<file path="src/rtl/jtpopeye_dma_if.sv">
// Bus bundle between the object-RAM DMA engine and its surroundings:
// Z80 bus handshake, main RAM read port and object buffer write port.
interface jtpopeye_dma_if;
  logic       cpu_cen;
  logic       VB;
  logic       dma_en;
  logic       busrq_n;
  logic       busak_n;
  logic       dma_cs;
  logic [9:0] AD_DMA;
  logic [7:0] DD_DMA;
  logic [9:0] obj_addr;
  logic [7:0] obj_data;
  logic       obj_we;
  logic       busy;
  logic       done;

  modport master (
    input  cpu_cen, VB, dma_en, busak_n, DD_DMA,
    output busrq_n, dma_cs, AD_DMA, obj_addr, obj_data, obj_we, busy, done
  );

  modport slave (
    output cpu_cen, VB, dma_en, busak_n, DD_DMA,
    input  busrq_n, dma_cs, AD_DMA, obj_addr, obj_data, obj_we, busy, done
  );
endinterface

</file>
<file path="src/rtl/jtpopeye_dma.sv">
// Object-RAM DMA: on each enabled VB rising edge, borrow the Z80 bus and copy
// DMA_LEN bytes from the upper main-RAM half into the object buffer.
module jtpopeye_dma #(
  parameter logic [9:0]  DMA_START   = 10'h000,
  parameter logic [10:0] DMA_LEN     = 11'd1024,
  parameter logic [7:0]  ACK_TIMEOUT = 8'd255
) (
  input  logic                  clk,
  input  logic                  rst_n,
  jtpopeye_dma_if.master        dma_bus
);

  typedef enum logic [2:0] {
    ST_IDLE  = 3'd0,
    ST_REQ   = 3'd1,
    ST_XFER  = 3'd2,
    ST_DRAIN = 3'd3,
    ST_DONE  = 3'd4
  } state_t;

  state_t      r_state;
  logic        r_vbl;
  logic        r_busrq_n;
  logic        r_dma_cs;
  logic [9:0]  r_ad;
  logic [9:0]  r_obj_addr;
  logic [7:0]  r_obj_data;
  logic        r_obj_we;
  logic        r_busy;
  logic        r_done;
  logic        r_first;
  logic [7:0]  r_tmo;
  logic [10:0] r_iss;
  logic [9:0]  r_bcnt;

  logic        w_trig;
  logic        w_ack;

  assign w_trig = dma_bus.VB & ~r_vbl;
  assign w_ack  = ~dma_bus.busak_n;

  assign dma_bus.busrq_n  = r_busrq_n;
  assign dma_bus.dma_cs   = r_dma_cs;
  assign dma_bus.AD_DMA   = r_ad;
  assign dma_bus.obj_addr = r_obj_addr;
  assign dma_bus.obj_data = r_obj_data;
  assign dma_bus.obj_we   = r_obj_we;
  assign dma_bus.busy     = r_busy;
  assign dma_bus.done     = r_done;

  // Transfer sequencer; RAM data lags its address by one cen tick, so writes trail by one tick.
  always_ff @(posedge clk or negedge rst_n) begin
    if (!rst_n) begin
      r_state    <= ST_IDLE;
      r_vbl      <= 1'b0;
      r_busrq_n  <= 1'b1;
      r_dma_cs   <= 1'b0;
      r_ad       <= DMA_START;
      r_obj_addr <= 10'd0;
      r_obj_data <= 8'd0;
      r_obj_we   <= 1'b0;
      r_busy     <= 1'b0;
      r_done     <= 1'b0;
      r_first    <= 1'b0;
      r_tmo      <= 8'd0;
      r_iss      <= 11'd0;
      r_bcnt     <= 10'd0;
    end else begin
      r_obj_we <= 1'b0;
      r_done   <= 1'b0;
      if (dma_bus.cpu_cen) begin
        r_vbl <= dma_bus.VB;
        case (r_state)
          ST_IDLE: begin
            if (w_trig && dma_bus.dma_en) begin
              r_state   <= ST_REQ;
              r_busrq_n <= 1'b0;
              r_busy    <= 1'b1;
              r_tmo     <= 8'd0;
            end else begin
              r_state <= ST_IDLE;
            end
          end
          ST_REQ: begin
            if (w_ack) begin
              r_state  <= ST_XFER;
              r_dma_cs <= 1'b1;
              r_ad     <= DMA_START;
              r_iss    <= 11'd1;
              r_bcnt   <= 10'd0;
              r_first  <= 1'b1;
            end else if (r_tmo == ACK_TIMEOUT - 8'd1) begin
              r_state   <= ST_IDLE;
              r_busrq_n <= 1'b1;
              r_busy    <= 1'b0;
            end else begin
              r_tmo <= r_tmo + 8'd1;
            end
          end
          ST_XFER: begin
            if (!w_ack) begin
              // CPU took the bus back: drop everything, keep what was written
              r_state   <= ST_IDLE;
              r_dma_cs  <= 1'b0;
              r_busrq_n <= 1'b1;
              r_busy    <= 1'b0;
            end else begin
              r_ad    <= r_ad + 10'd1;
              r_first <= 1'b0;
              if (!r_first) begin
                r_obj_we   <= 1'b1;
                r_obj_data <= dma_bus.DD_DMA;
                r_obj_addr <= r_bcnt;
                r_bcnt     <= r_bcnt + 10'd1;
              end else begin
                r_bcnt <= r_bcnt;
              end
              if (r_iss == DMA_LEN) begin
                r_state <= ST_DRAIN;
              end else begin
                r_iss <= r_iss + 11'd1;
              end
            end
          end
          ST_DRAIN: begin
            if (!w_ack) begin
              r_state   <= ST_IDLE;
              r_dma_cs  <= 1'b0;
              r_busrq_n <= 1'b1;
              r_busy    <= 1'b0;
            end else begin
              r_obj_we   <= 1'b1;
              r_obj_data <= dma_bus.DD_DMA;
              r_obj_addr <= r_bcnt;
              r_bcnt     <= r_bcnt + 10'd1;
              r_dma_cs   <= 1'b0;
              r_state    <= ST_DONE;
            end
          end
          ST_DONE: begin
            r_busrq_n <= 1'b1;
            r_busy    <= 1'b0;
            r_done    <= 1'b1;
            r_state   <= ST_IDLE;
          end
          default: begin
            r_state   <= ST_IDLE;
            r_dma_cs  <= 1'b0;
            r_busrq_n <= 1'b1;
            r_busy    <= 1'b0;
          end
        endcase
      end
    end
  end

endmodule

</file>
<file path="src/flat_wrapper.sv">
// flat-port wrapper written by rule: the top's interface ports become plain ports
module jtpopeye_dma_flat 
#(
  parameter logic [9:0]  DMA_START   = 10'h000,
  parameter logic [10:0] DMA_LEN     = 11'd1024,
  parameter logic [7:0]  ACK_TIMEOUT = 8'd255
)
  (clk, rst_n, dma_bus_cpu_cen, dma_bus_VB, dma_bus_dma_en, dma_bus_busak_n, dma_bus_DD_DMA, dma_bus_busrq_n, dma_bus_dma_cs, dma_bus_AD_DMA, dma_bus_obj_addr, dma_bus_obj_data, dma_bus_obj_we, dma_bus_busy, dma_bus_done);
  jtpopeye_dma_if dma_bus_i ();
  input  logic clk;
  input  logic rst_n;
  input wire logic [$bits(dma_bus_i.cpu_cen)-1:0] dma_bus_cpu_cen;
  input wire logic [$bits(dma_bus_i.VB)-1:0] dma_bus_VB;
  input wire logic [$bits(dma_bus_i.dma_en)-1:0] dma_bus_dma_en;
  input wire logic [$bits(dma_bus_i.busak_n)-1:0] dma_bus_busak_n;
  input wire logic [$bits(dma_bus_i.DD_DMA)-1:0] dma_bus_DD_DMA;
  output wire logic [$bits(dma_bus_i.busrq_n)-1:0] dma_bus_busrq_n;
  output wire logic [$bits(dma_bus_i.dma_cs)-1:0] dma_bus_dma_cs;
  output wire logic [$bits(dma_bus_i.AD_DMA)-1:0] dma_bus_AD_DMA;
  output wire logic [$bits(dma_bus_i.obj_addr)-1:0] dma_bus_obj_addr;
  output wire logic [$bits(dma_bus_i.obj_data)-1:0] dma_bus_obj_data;
  output wire logic [$bits(dma_bus_i.obj_we)-1:0] dma_bus_obj_we;
  output wire logic [$bits(dma_bus_i.busy)-1:0] dma_bus_busy;
  output wire logic [$bits(dma_bus_i.done)-1:0] dma_bus_done;
  assign dma_bus_i.cpu_cen = dma_bus_cpu_cen;
  assign dma_bus_i.VB = dma_bus_VB;
  assign dma_bus_i.dma_en = dma_bus_dma_en;
  assign dma_bus_i.busak_n = dma_bus_busak_n;
  assign dma_bus_i.DD_DMA = dma_bus_DD_DMA;
  assign dma_bus_busrq_n = dma_bus_i.busrq_n;
  assign dma_bus_dma_cs = dma_bus_i.dma_cs;
  assign dma_bus_AD_DMA = dma_bus_i.AD_DMA;
  assign dma_bus_obj_addr = dma_bus_i.obj_addr;
  assign dma_bus_obj_data = dma_bus_i.obj_data;
  assign dma_bus_obj_we = dma_bus_i.obj_we;
  assign dma_bus_busy = dma_bus_i.busy;
  assign dma_bus_done = dma_bus_i.done;
  jtpopeye_dma #(.DMA_START(DMA_START), .DMA_LEN(DMA_LEN), .ACK_TIMEOUT(ACK_TIMEOUT)) u_core (.clk(clk), .rst_n(rst_n), .dma_bus(dma_bus_i));
endmodule
</file>
<file path="config.mk">
export PLATFORM = sky130hd
export DESIGN_NAME = jtpopeye_dma_flat
export DESIGN_NICKNAME = d
export VERILOG_FILES = /design/src/rtl/jtpopeye_dma_if.sv /design/src/rtl/jtpopeye_dma.sv /design/src/flat_wrapper.sv
export SDC_FILE = /design/constraint.sdc
export NUM_CORES = 1
export LEC_CHECK = 0
export CAP_MARGIN = 0
export CORE_UTILIZATION = 30
export CTS_CLUSTER_DIAMETER = 80
export DETAILED_ROUTE_END_ITERATION = 12
export SETUP_SLACK_MARGIN = 0.02
export SKIP_LAST_GASP = 1
export SYNTH_ARGS = -nofsm -noshare
export SYNTH_HDL_FRONTEND = slang
export SYNTH_SLANG_ARGS = --single-unit
</file>
<file path="constraint.sdc">
create_clock -name clk -period 1.85 [get_ports clk]
set_clock_uncertainty 0.05 [all_clocks]
set_input_delay 0.4625 -clock clk [delete_from_list [all_inputs] [get_ports clk]]
set_output_delay 0.4625 -clock clk [all_outputs]
set_load 0.01 [all_outputs]
</file>
Word-level counts from Yosys, hierarchy flattened
Index checks and enable logic that the tools add are counted.
Operators by class
  magnitude comparators: 0
  mux-type cells: 51
  add/sub/neg operators: 4
  bitwise operators: 3
  $mul: 0
  div/mod/pow operators: 0
  reduce and logical (&&, ||, !) cells: 16
  equal/unequal tests: 19
  shifts and indexed selects: 0
Operators by type and width (number)
  $mux 10: 8
  $mux 8: 6
  $pmux 10 s2: 2
  $mux 11: 3
  $pmux 8 s2: 2
  $pmux 10 s3: 1
  $pmux 11 s2: 1
  $add 10x1->10 const B: 2
  $reduce_and 5->1: 4
  $mux 1: 17
  $ne 2x2->1 const B: 8
  $mux 3: 5
  $pmux 3 s4: 1
  $add 11x1->11 const B: 1
  $eq 11x11->1 const B: 1
  $pmux 1 s3: 3
  $add 8x1->8 const B: 1
  $eq 8x8->1 const B: 1
  $reduce_and 4->1: 2
  $eq 3x2->1 const B: 2
  $ne 2x1->1 const B: 3
  $ne 3x2->1 const B: 2
  $reduce_and 6->1: 1
  $reduce_bool 2->1: 3
  10 further kinds: 13
Word-level totals
  memories: 0
  ROM bits: 0
  logic and storage cells: 107
  memory bits (writable): 0
  output and inout bits: 33
  bits in registers: 67
  input bits: 14
  latch bits: 0

Longest topological paths before layout
Gate-level depths: netlist of the first run.
  depth in word-level cells: 5
  mapped depth: 7
  gate-level depth less buffers: 6

Worst setup path before layout of the first run
OpenSTA, ideal clock, no wires.
  path type: input to register
  start point: in dma_bus_busak_n
  end point: reg u_core.r_iss[8]
  path buffers: 2
  arrival: 1.704 ns
  setup time: 0.126 ns
  data required time: 1.674 ns
  stages on the path: 6
  slack: -0.030 ns
  cell sequence: buf_6 > or3b_1 > buf_2 > nor3_4 > a21oi_2 > a221o_1
On the way
  word-level cells in the longest chain between the ends: 2
  elaborated cells between the ends (all ways): 3
  classes of those cells: eq/ne (2); reduce/logical (1)
RTL lines
  start, declared: line flat_wrapper.sv:15  | input wire logic [$bits(dma_bus_i.busak_n)-1:0] dma_bus_busak_n;
  $ne 2x2->1 (no source line)
  $reduce_and 5->1 (no source line) *
  end signal, assigned: line jtpopeye_dma.sv:121  | r_iss <= r_iss + 11'd1;
  end, declared: line jtpopeye_dma.sv:33  | logic [10:0] r_iss;
Every way passes the cells marked *; elsewhere a longest branch is shown, timed or not.
A chain may end at the register's enable or synchronous reset.

Final worst setup path of the first run
  start point: reg u_core.r_ad[6] (netlist: u_core.dma_bus.AD_DMA[6])
  end point: out dma_bus_AD_DMA[6]
RTL lines
  start, declared: line jtpopeye_dma.sv:25  | logic [9:0] r_ad;
  start signal, assigned: line jtpopeye_dma.sv:108  | r_ad <= r_ad + 10'd1;
  end, declared: line flat_wrapper.sv:19  | output wire logic [$bits(dma_bus_i.AD_DMA)-1:0] dma_bus_AD_DMA;
No word-level cell between the ends.

==> results of run 1 <==
## path summary, 6_finish.rpt
check,endpoint,slack (ns),startpoint,cells after the start
max in group asynchronous,u_core.dma_bus.busrq_n,1.34,rst_n,2
hold / removal,u_core.dma_bus.obj_addr[4],0.09,rst_n,2
min in group clk,u_core.r_state[2],0.37,dma_bus_cpu_cen,2
setup / recovery,dma_bus_AD_DMA[6],0.07,u_core.dma_bus.AD_DMA[6],1
setup reg to reg,u_core.r_iss[9],0.10,u_core.r_state[2],4
hold reg to reg,u_core.r_vbl,0.45,u_core.r_vbl,1
## cells by family after synthesis
| kind of cell | share of synthesized area, % |
|---|---|
| AND/OR/NAND/NOR | 18.5 |
| AO/OA/AOI/OAI | 17.9 |
| flip-flops | 47.1 |
| buffers and inverters | 4.64 |
| multiplexers | 8.47 |
| adder cells (fa/ha/maj) | 2.11 |
| XOR/XNOR | 1.23 |
## report_power, final
group / internal, µW / switching (µW) / total [µW]
Combinational: 443 / 373 / 816
Clock: 1040 / 649 / 1690
Sequential: 1610 / 134 / 1740
## registers in the layout (all words and copies together), names as in the netlist, 3 cells and up
register,flops
u_core.r_iss,11
u_core.dma_bus.AD_DMA,10
u_core.dma_bus.obj_addr,10
u_core.r_bcnt,10
u_core.dma_bus.obj_data,8
u_core.r_tmo,8
u_core.r_state,3
## through the flow
stage	setup slack, ns	cells
finish	0.0658	570
global route	-0.0279	570
CTS	0.0222	566
detailed placement	-0.597	544
global placement	-0.524	544
floorplan	-0.0291	332
## cell usage after synthesis (all sizes together), types with 3 or more instances
cell,instances,area [µm²]
and2,3,18.8
a22o,5,43.8
inv,11,41.3
a21o,3,22.5
and4,4,35.0
nor2,9,36.3
or4,4,30.0
xor2,3,26.3
o21ai,29,149
nand2,21,81.3
nand3,12,60.1
or3,12,75.1
o2111ai,5,43.8
mux2,19,282
nand4,7,56.3
a21oi,19,98.9
nor3,9,61.3
dfrtp,66,1650
a221o,3,30.0
nor4,5,31.3
buf,12,93.8
o21a,3,22.5
o31ai,7,52.6
clkbuf,7,26.3
ha,6,75.1
and3,8,55.1
## cell type report
| class | count | share of cell area [%] |
|---|---|---|
| clock buffers | 10 | 4.71 |
| clock inverters | 6 | 1.36 |
| inverters | 12 | 0.926 |
| multi-input cells | 234 | 36.7 |
| flip-flops and latches | 67 | 34.7 |
| well taps | 143 | 3.68 |
| repair buffers | 98 | 17.9 |
## metal layers
layer / up-vias / wire length [µm] / track usage [%]
li1: 1432 / - / -
met1: 1440 / 3900 / 19.1
met2: 74 / 3810 / 22.6
met3: 10 / 451 / 5.41
met4: 0 / 129 / 4.29
met5: - / 0 / 0
## timing repair
action | 4_1_cts | 5_1_grt
gates resized for setup | 6 | 24
setup endpoints to repair | 58 | 23
setup buffers | 6 | 4
pin swaps | 0 | 13
==> reports/metrics.csv, run 1 <==
stage;metric;value;unit
status;status;finished, violations left;
status;violated checks;design-rule violations;
finish;Area Growth Syn to Fin;36.6;%
floorplan;die area;12300;µm²
yosys;Cells after Synth;332;
clocking;H-tree Lvls;3;
sta;worst rel slew slack;74.1;%
clocking;total CTS buffers;9;
critical_path;slowest CP cell;clkdlybuf4s50_1;
sta;Sum Neg Setup Slack;0;ns
critical_path;CP Max Fanout;4;
critical_path;kind of cell adding the most delay to the critical path;buffers and inverters;
floorplan;Die Ht;111;µm
clocking;worst-skew pair later-pin latency;0.34;ns
grt;initial antenna violation count;0;
yosys;unique cell type count in the Yosys netlist;67;
finish;share of layout cells above drive strength 1;28.3;%
route;DR pass1 iterations;8;
floorplan;site row count;39;
clocking;clock-pin transition on the worst setup and hold timing paths;0.06;ns
placement;area post-placement;4420;µm²
grt;largest net degree at the start of global routing;68;
yosys;Top FF cell, synth;dfrtp_1;
floorplan;# IOs;47;
sta;worst slew pin tran;0.379;ns
route;DR WL/cell;14.5;µm
critical_path;worst path cell trace;clkdlybuf4s50_1;
power_and_ir_drop;pwr/cell area;874;nW/µm²
yosys;area of the mapped netlist;3560;µm²
finish;final instance area;4860;µm²
clocking;Max Root-Sink Buffers;2;
yosys;Yosys reg bits;67;
finish;Post-Route Utilization;42.2;%
sta;Final Setup Violations;0;
critical_path;data arrival time of the worst path;1.27;ns
sta;final worst path period share;96.4;%
critical_path;WS Path Type;register to output pin;
finish;Layout Nets;442;
grt;vias in the first global route;3013;
power_and_ir_drop;Leakage;0.00218;µW
yosys;ys async rst share;100;%
finish;Fillers;1136;
grt;GRT Util Overall;14.6;%
placement;GPL Wtd Cong;0.803;
route;Vias;2956;
yosys;register area share after synthesis;47.1;%
placement;HPWL after DPL;5.69;mm
yosys;Synth Net Count;352;
sta;RSZ-0062 raised after global routing;yes;
sta;Slew Limit Fails;0;
route;Post-route DRC;14;
critical_path;Setup crit end kind;output pin;
finish;commonest non-fill, non-tap cell in the layout;dfrtp_1;
route;vias per inst;5.19;
grt;first-pass GRT wire length;14.4;mm
critical_path;Worst setup SP type;register;
critical_path;Buf/Inv on CP;1;
yosys;Warnings, synthesis;0;
critical_path;CP peak stage delay;0.55;ns
sta;Fin. Hold Viols;0;
finish;ant diodes;0;
route;Routed WL;8.29;mm
clocking;hold buffers post-CTS;0;
sta;Fmax;560;MHz
finish;most frequent cells in the layout;dfrtp_1 (59), buf_4 (49), clkdlybuf4s50_1 (40);
route;ANT nets after route;0;
finish;Sequential Area;1690;µm²
sta;Tmin final;1.78;ns
critical_path;Worst EP required;1.34;ns
grt;Overflow after GRT;0;
floorplan;Die W;111;µm
power_and_ir_drop;Pwr Total;4250;µW
floorplan;Initial Util;30.9;%
sta;Min Hold Slack;0.0856;ns
yosys;average cell area after synthesis;10.7;µm²
flow_run;Max-Cap Viols;0;
placement;Port Buf Inserts;46;
min_path;Hold/Removal Path Class;input pin to asynchronous set/reset pin;
finish;multi-input combinational cell area;1790;µm²
clocking;CTS tree;done;
floorplan;area of the core;11500;µm²
route;initial DRC count;190;
clocking;Sink Count;67;
clocking;root buffer cell;clkbuf_16;
yosys;number of synthesized flops with an enable pin;0;
power_and_ir_drop;Peak VDD IR;0.486;mV
Power figures use the tool's default switching activity.
==> run 2: changes to the inputs <==
--- a/config.mk
+++ b/config.mk
@@ -9,8 +9,10 @@
 export CORE_UTILIZATION = 30
 export CTS_CLUSTER_DIAMETER = 80
 export DETAILED_ROUTE_END_ITERATION = 12
+export HOLD_SLACK_MARGIN = 0.06
 export SETUP_SLACK_MARGIN = 0.02
 export SKIP_LAST_GASP = 1
 export SYNTH_ARGS = -nofsm -noshare
 export SYNTH_HDL_FRONTEND = slang
 export SYNTH_SLANG_ARGS = --single-unit
+export TNS_END_PERCENT = 100
==> results of run 2 <==
No change in the layout: final DEF, timing and power equal those of run 1.
==> run 3: changes to the inputs <==
--- a/config.mk
+++ b/config.mk
@@ -6,6 +6,7 @@
 export NUM_CORES = 1
 export LEC_CHECK = 0
 export CAP_MARGIN = 0
+export CORE_MARGIN = 1.5
 export CORE_UTILIZATION = 30
 export CTS_CLUSTER_DIAMETER = 80
 export DETAILED_ROUTE_END_ITERATION = 12
==> run 3 against run 2 <==
Effect of this change:
- the flow still finishes with violations (design-rule violations)
- wire length rose by 1.7%
- worst hold slack improved by 0.37 ns
- power fell by 0.43%
- combinational power fell by 2%
- final cell count fell by 0.18%
- non-clock buffer count fell by 1
- sequential cell count did not move
- worst setup slack got worse by 0.0094 ns
- die area rose by 1.8%
- largest power group unchanged
- core utilization barely moved
- critical path depth did not move
==> reports/metrics.csv, run 3 (synthesis results as in run 1) <==
stage;metric;value;unit
status;status;finished, violations left;
status;violated checks;design-rule violations;
critical_path;Crit. path cell count;1;
critical_path;R2R cell count;4;
sta;Fmax;558;MHz
critical_path;worst reg2reg path startpoint;u_core.r_state[2];
grt;Overflow after GRT;0;
route;vias per inst;5.13;
finish;Post-Route Utilization;42.2;%
grt;vias in the first global route;2927;
clocking;CTS tree;done;
sta;worst rel slew slack;70.1;%
finish;final instance area;4860;µm²
route;DR pass1 iterations;8;
power_and_ir_drop;Internal Pwr Total;3080;µW
finish;max reg flops;11;
grt;GRT Util Overall;14.3;%
route;DR WL/cell;14.8;µm
grt;first-pass GRT wire length;14.3;mm
sta;final worst path period share;97.0;%
power_and_ir_drop;net switching power;1150;µW
sta;Slew Limit Fails;0;
clocking;H-tree Lvls;3;
critical_path;Setup crit end kind;output pin;
finish;Area Growth Syn to Fin;36.5;%
sta;Sum Neg Setup Slack;0;ns
clocking;Sink Count;67;
sta;Tmin final;1.79;ns
sta;worst slew pin tran;0.449;ns
placement;GPL Wtd Cong;0.807;
placement;Port Buf Inserts;46;
floorplan;Initial Util;30.9;%
finish;Biggest register;u_core.r_iss;
sta;RSZ-0062 raised after global routing;yes;
route;Routed WL;8.44;mm
finish;Layout Nets;441;
power_and_ir_drop;sw frac;27.2;%
grt;initial antenna violation count;0;
route;Post-route DRC;7;
critical_path;flop2flop setup slack;0.08;ns
critical_path;WS Path Type;register to output pin;
finish;most frequent cells in the layout;dfrtp_1 (62), buf_4 (44), clkdlybuf4s50_1 (38);
finish;commonest non-fill, non-tap cell in the layout;dfrtp_1;
floorplan;Die Ht;112;µm
critical_path;Worst EP required;1.34;ns
route;Vias;2917;
min_path;Hold EP;u_core.r_vbl;
floorplan;area of the core;11500;µm²
route;ANT nets after route;0;
clocking;root buffer cell;clkbuf_16;
grt;largest net degree at the start of global routing;30;
critical_path;CP peak stage delay;0.56;ns
critical_path;Worst setup SP type;register;
floorplan;die area;12500;µm²
critical_path;data arrival time of the worst path;1.28;ns
critical_path;kind of cell adding the most delay to the critical path;buffers and inverters;
power_and_ir_drop;Clk pwr share;39.9;%
min_path;Hold/Removal Path Class;register to register;
floorplan;site row count;39;
power_and_ir_drop;Peak VDD IR;0.594;mV
power_and_ir_drop;pwr/cell area;870;nW/µm²
critical_path;worst path cell trace;clkdlybuf4s50_1;
clocking;clock-pin transition on the worst setup and hold timing paths;0.05;ns
finish;ant diodes;0;
critical_path;slowest CP cell;clkdlybuf4s50_1;
route;initial DRC count;174;
power_and_ir_drop;combinational share of power;19.0;%
clocking;total CTS buffers;9;
floorplan;# IOs;47;
clocking;worst-skew pair later-pin latency;0.34;ns
placement;HPWL after DPL;5.85;mm
flow_run;Max-Cap Viols;0;
critical_path;Buf/Inv on CP;1;
critical_path;CP Max Fanout;2;
sta;Final Setup Violations;0;
min_path;HP Start;u_core.r_vbl;
power_and_ir_drop;Leakage;0.00221;µW
min_path;Worst Hold Path Cells;1;
floorplan;Die W;112;µm
finish;share of layout cells above drive strength 1;26.5;%
critical_path;Reg-to-Reg End;u_core.r_iss[9];
clocking;Max Root-Sink Buffers;2;
sta;Fin. Hold Viols;0;
placement;area post-placement;4420;µm²
power_and_ir_drop;sequential power share;41.1;%
==> run 3: cell count changes in the layout (fill, tap and decap cells not counted), moves of 2 or more <==
cell | before | now
a2111oi_0 | 2 | 0
buf_4 | 49 | 44
dfrtp_2 | 7 | 4
a2111oi_1 | 0 | 2
clkdlybuf4s50_1 | 40 | 38
dfrtp_1 | 59 | 62
==> run 3: layer usage <==
metal / share of wire, % / up-vias / global-route usage (%)
met5: 0 / - / 0
met4: 0.45 / 0 / 4.14
met3: 6.0 / 2 / 4.57
met2: 47 / 70 / 22.1
met1: 47 / 1413 / 19.3
li1: - / 1432 / -
==> run 3: per-stage QoR <==
step | setup WS [ns] | std cells | hold WS, ns | total power (µW)
3_5_place_dp | -0.517 | 543 | 0.381 | 2530
5_1_grt | 0.0102 | 569 | 0.468 | 4450
4_1_cts | 0.0231 | 565 | 0.452 | 4280
3_3_place_gp | -0.443 | 543 | 0.378 | 2510
6_report | 0.0564 | 569 | 0.451 | 4230
2_1_floorplan | -0.0291 | 332 | 0.117 | 2120
==> run 3: area by class of cell <==
| type | count | area, µm² |
|---|---|---|
| well taps | 143 | 179 |
| flip-flops and latches | 67 | 1680 |
| clock buffers | 10 | 229 |
| fillers | 1119 | 6650 |
| clock inverters | 6 | 66.3 |
| multi-input cells | 234 | 1770 |
| repair buffers | 97 | 887 |
| inverters | 12 | 45.0 |
==> run 3: how the worst max path moves through the flow <==
stage                             start                  endpoint  slack (ns)
2_1_floorplan           dma_bus_busak_n           u_core.r_iss[8]       -0.03
5_1_grt               u_core.r_state[2]           u_core.r_iss[9]        0.01
3_5_place_dp            dma_bus_cpu_cen  u_core.dma_bus.AD_DMA[8]       -0.52
6_report       u_core.dma_bus.AD_DMA[1]         dma_bus_AD_DMA[1]        0.06
4_1_cts        u_core.dma_bus.AD_DMA[7]         dma_bus_AD_DMA[7]        0.02
3_3_place_gp            dma_bus_cpu_cen  u_core.dma_bus.AD_DMA[8]       -0.44
==> run 3: timing repair <==
item / 4_1_cts / 5_1_grt
hold buffers: 1 / 0
setup buffers: 5 / 3
gates resized for setup: 10 / 18
setup endpoints to repair: 37 / 20
gates cloned: 0 / 1
pin swaps: 3 / 7
hold endpoints to repair: 16 / 0
==> run 3: power groups by stage <==
stage               sequential (µW)  clock (µW)  combinational, µW
finish                         1740        1690                803
global route                   1760        1810                879
CTS                            1740        1740                802
detailed placement             1780           0                755
global placement               1770           0                739
floorplan                      1780           0                346
==> RTL change, RTL diff (config.mk and constraints of run 3) <==
The 5 states of `state_t` get a Gray code encoding in 3 bits.
--- a/src/rtl/jtpopeye_dma.sv
+++ b/src/rtl/jtpopeye_dma.sv
@@ -12,9 +12,9 @@
 
   typedef enum logic [2:0] {
-    ST_IDLE  = 3'd0,
-    ST_REQ   = 3'd1,
-    ST_XFER  = 3'd2,
-    ST_DRAIN = 3'd3,
-    ST_DONE  = 3'd4
+    ST_IDLE  = 3'b000,
+    ST_REQ   = 3'b001,
+    ST_XFER  = 3'b011,
+    ST_DRAIN = 3'b010,
+    ST_DONE  = 3'b110
   } state_t;
 
Function: same outputs for any inputs over 10 cycles, from zero or initial values and one cycle with rst_n low; not proved beyond that.
==> RTL change against run 3 <==
  * Setup slack better by 0.027 ns
  * Design area down 3.5%
  * Critical path depth unchanged
  * Area after synthesis down 2.3%
  * Wire length down 5.6%
  * Global-route usage down 0.42 points
  * Via count down 0.17%
  * Sequential cell count unchanged
  * Critical path type unchanged
Power is not compared: it rests on default switching activity, and its combinational part moved more than twofold at a synthesized area within 25%.
==> RTL change: results (changes against run 3) <==
metal3 WL=238 um (-53%); post-CTS repair timing setup buffer count=1 (-4); Post-Synthesis Cells=329 (-0.90%); ranking of synthesized cells by area=dfrtp_1, mux2_2, nand3_1, o21ai_0, nand2_1; wire length on met2=3940 um (-0.73%); largest net degree at the start of global routing=68 (+130%); Slew headroom=0.715 (+0.0141); Setup WS pre-CTS=-0.382 ns (+0.134 ns); status=complete, no violations; Adder-Cell Fraction of Synth Area=0.0216 (+0.000500); final net count=434 (-1.6%); GR Layer Usage met3=0.0339 (-0.0118); worst hold path class=input pin to async pin; Synth cell types=64 (-4.5%); DRT Pass-1 Iters=4 (-4); routability cong.=0.813 (+0.68%); critical path launch point=u_core.dma_bus.AD_DMA[9]; arrival time at the worst endpoint=1.25 ns (-0.03 ns); first-pass GRT wire length=13900 um (-2.7%); overall routing resource usage=0.139 (-0.00416); placed inst area=0.00435 mm^2 (-1.7%); Routed WL per cell=14.2 um (-4.5%); sequential area share after synthesis=0.482 (+0.0112); most instantiated cells after synthesis=dfrtp_1, nand2_1, nand3_1; CP max FO=4 (+2); drt total wl=7960 um (-5.6%)
-- RTL change: cell count changes in the layout (fill, tap and decap cells not counted), sizes merged, moves of 7 or more --
cell / change
a21oi: -14
a31oi: +7
nand2: +7
nand3: +11
o21ai: -7
or3: -12
-- RTL change: worst paths after layout --
check	end	slack [ns]	cells after the start
min in group clk	u_core.dma_bus.AD_DMA[0]	0.44	1
max	dma_bus_AD_DMA[9]	0.08	1
max reg2reg	u_core.dma_bus.busy	0.09	7
min	u_core.dma_bus.obj_addr[0]	0.11	2
max in group asynchronous	u_core.dma_bus.busrq_n	1.32	2
min reg2reg	u_core.dma_bus.AD_DMA[0]	0.44	1
-- RTL change: layout make-up --
| cell class | instances | area [um^2] |
|---|---|---|
| fillers | 1098 | 6680 |
| inverters | 15 | 58.8 |
| well taps | 143 | 179 |
| clock inverters | 5 | 52.6 |
| flip-flops and latches | 67 | 1680 |
| repair buffers | 93 | 841 |
| clock buffers | 11 | 243 |
| multi-input cells | 228 | 1630 |
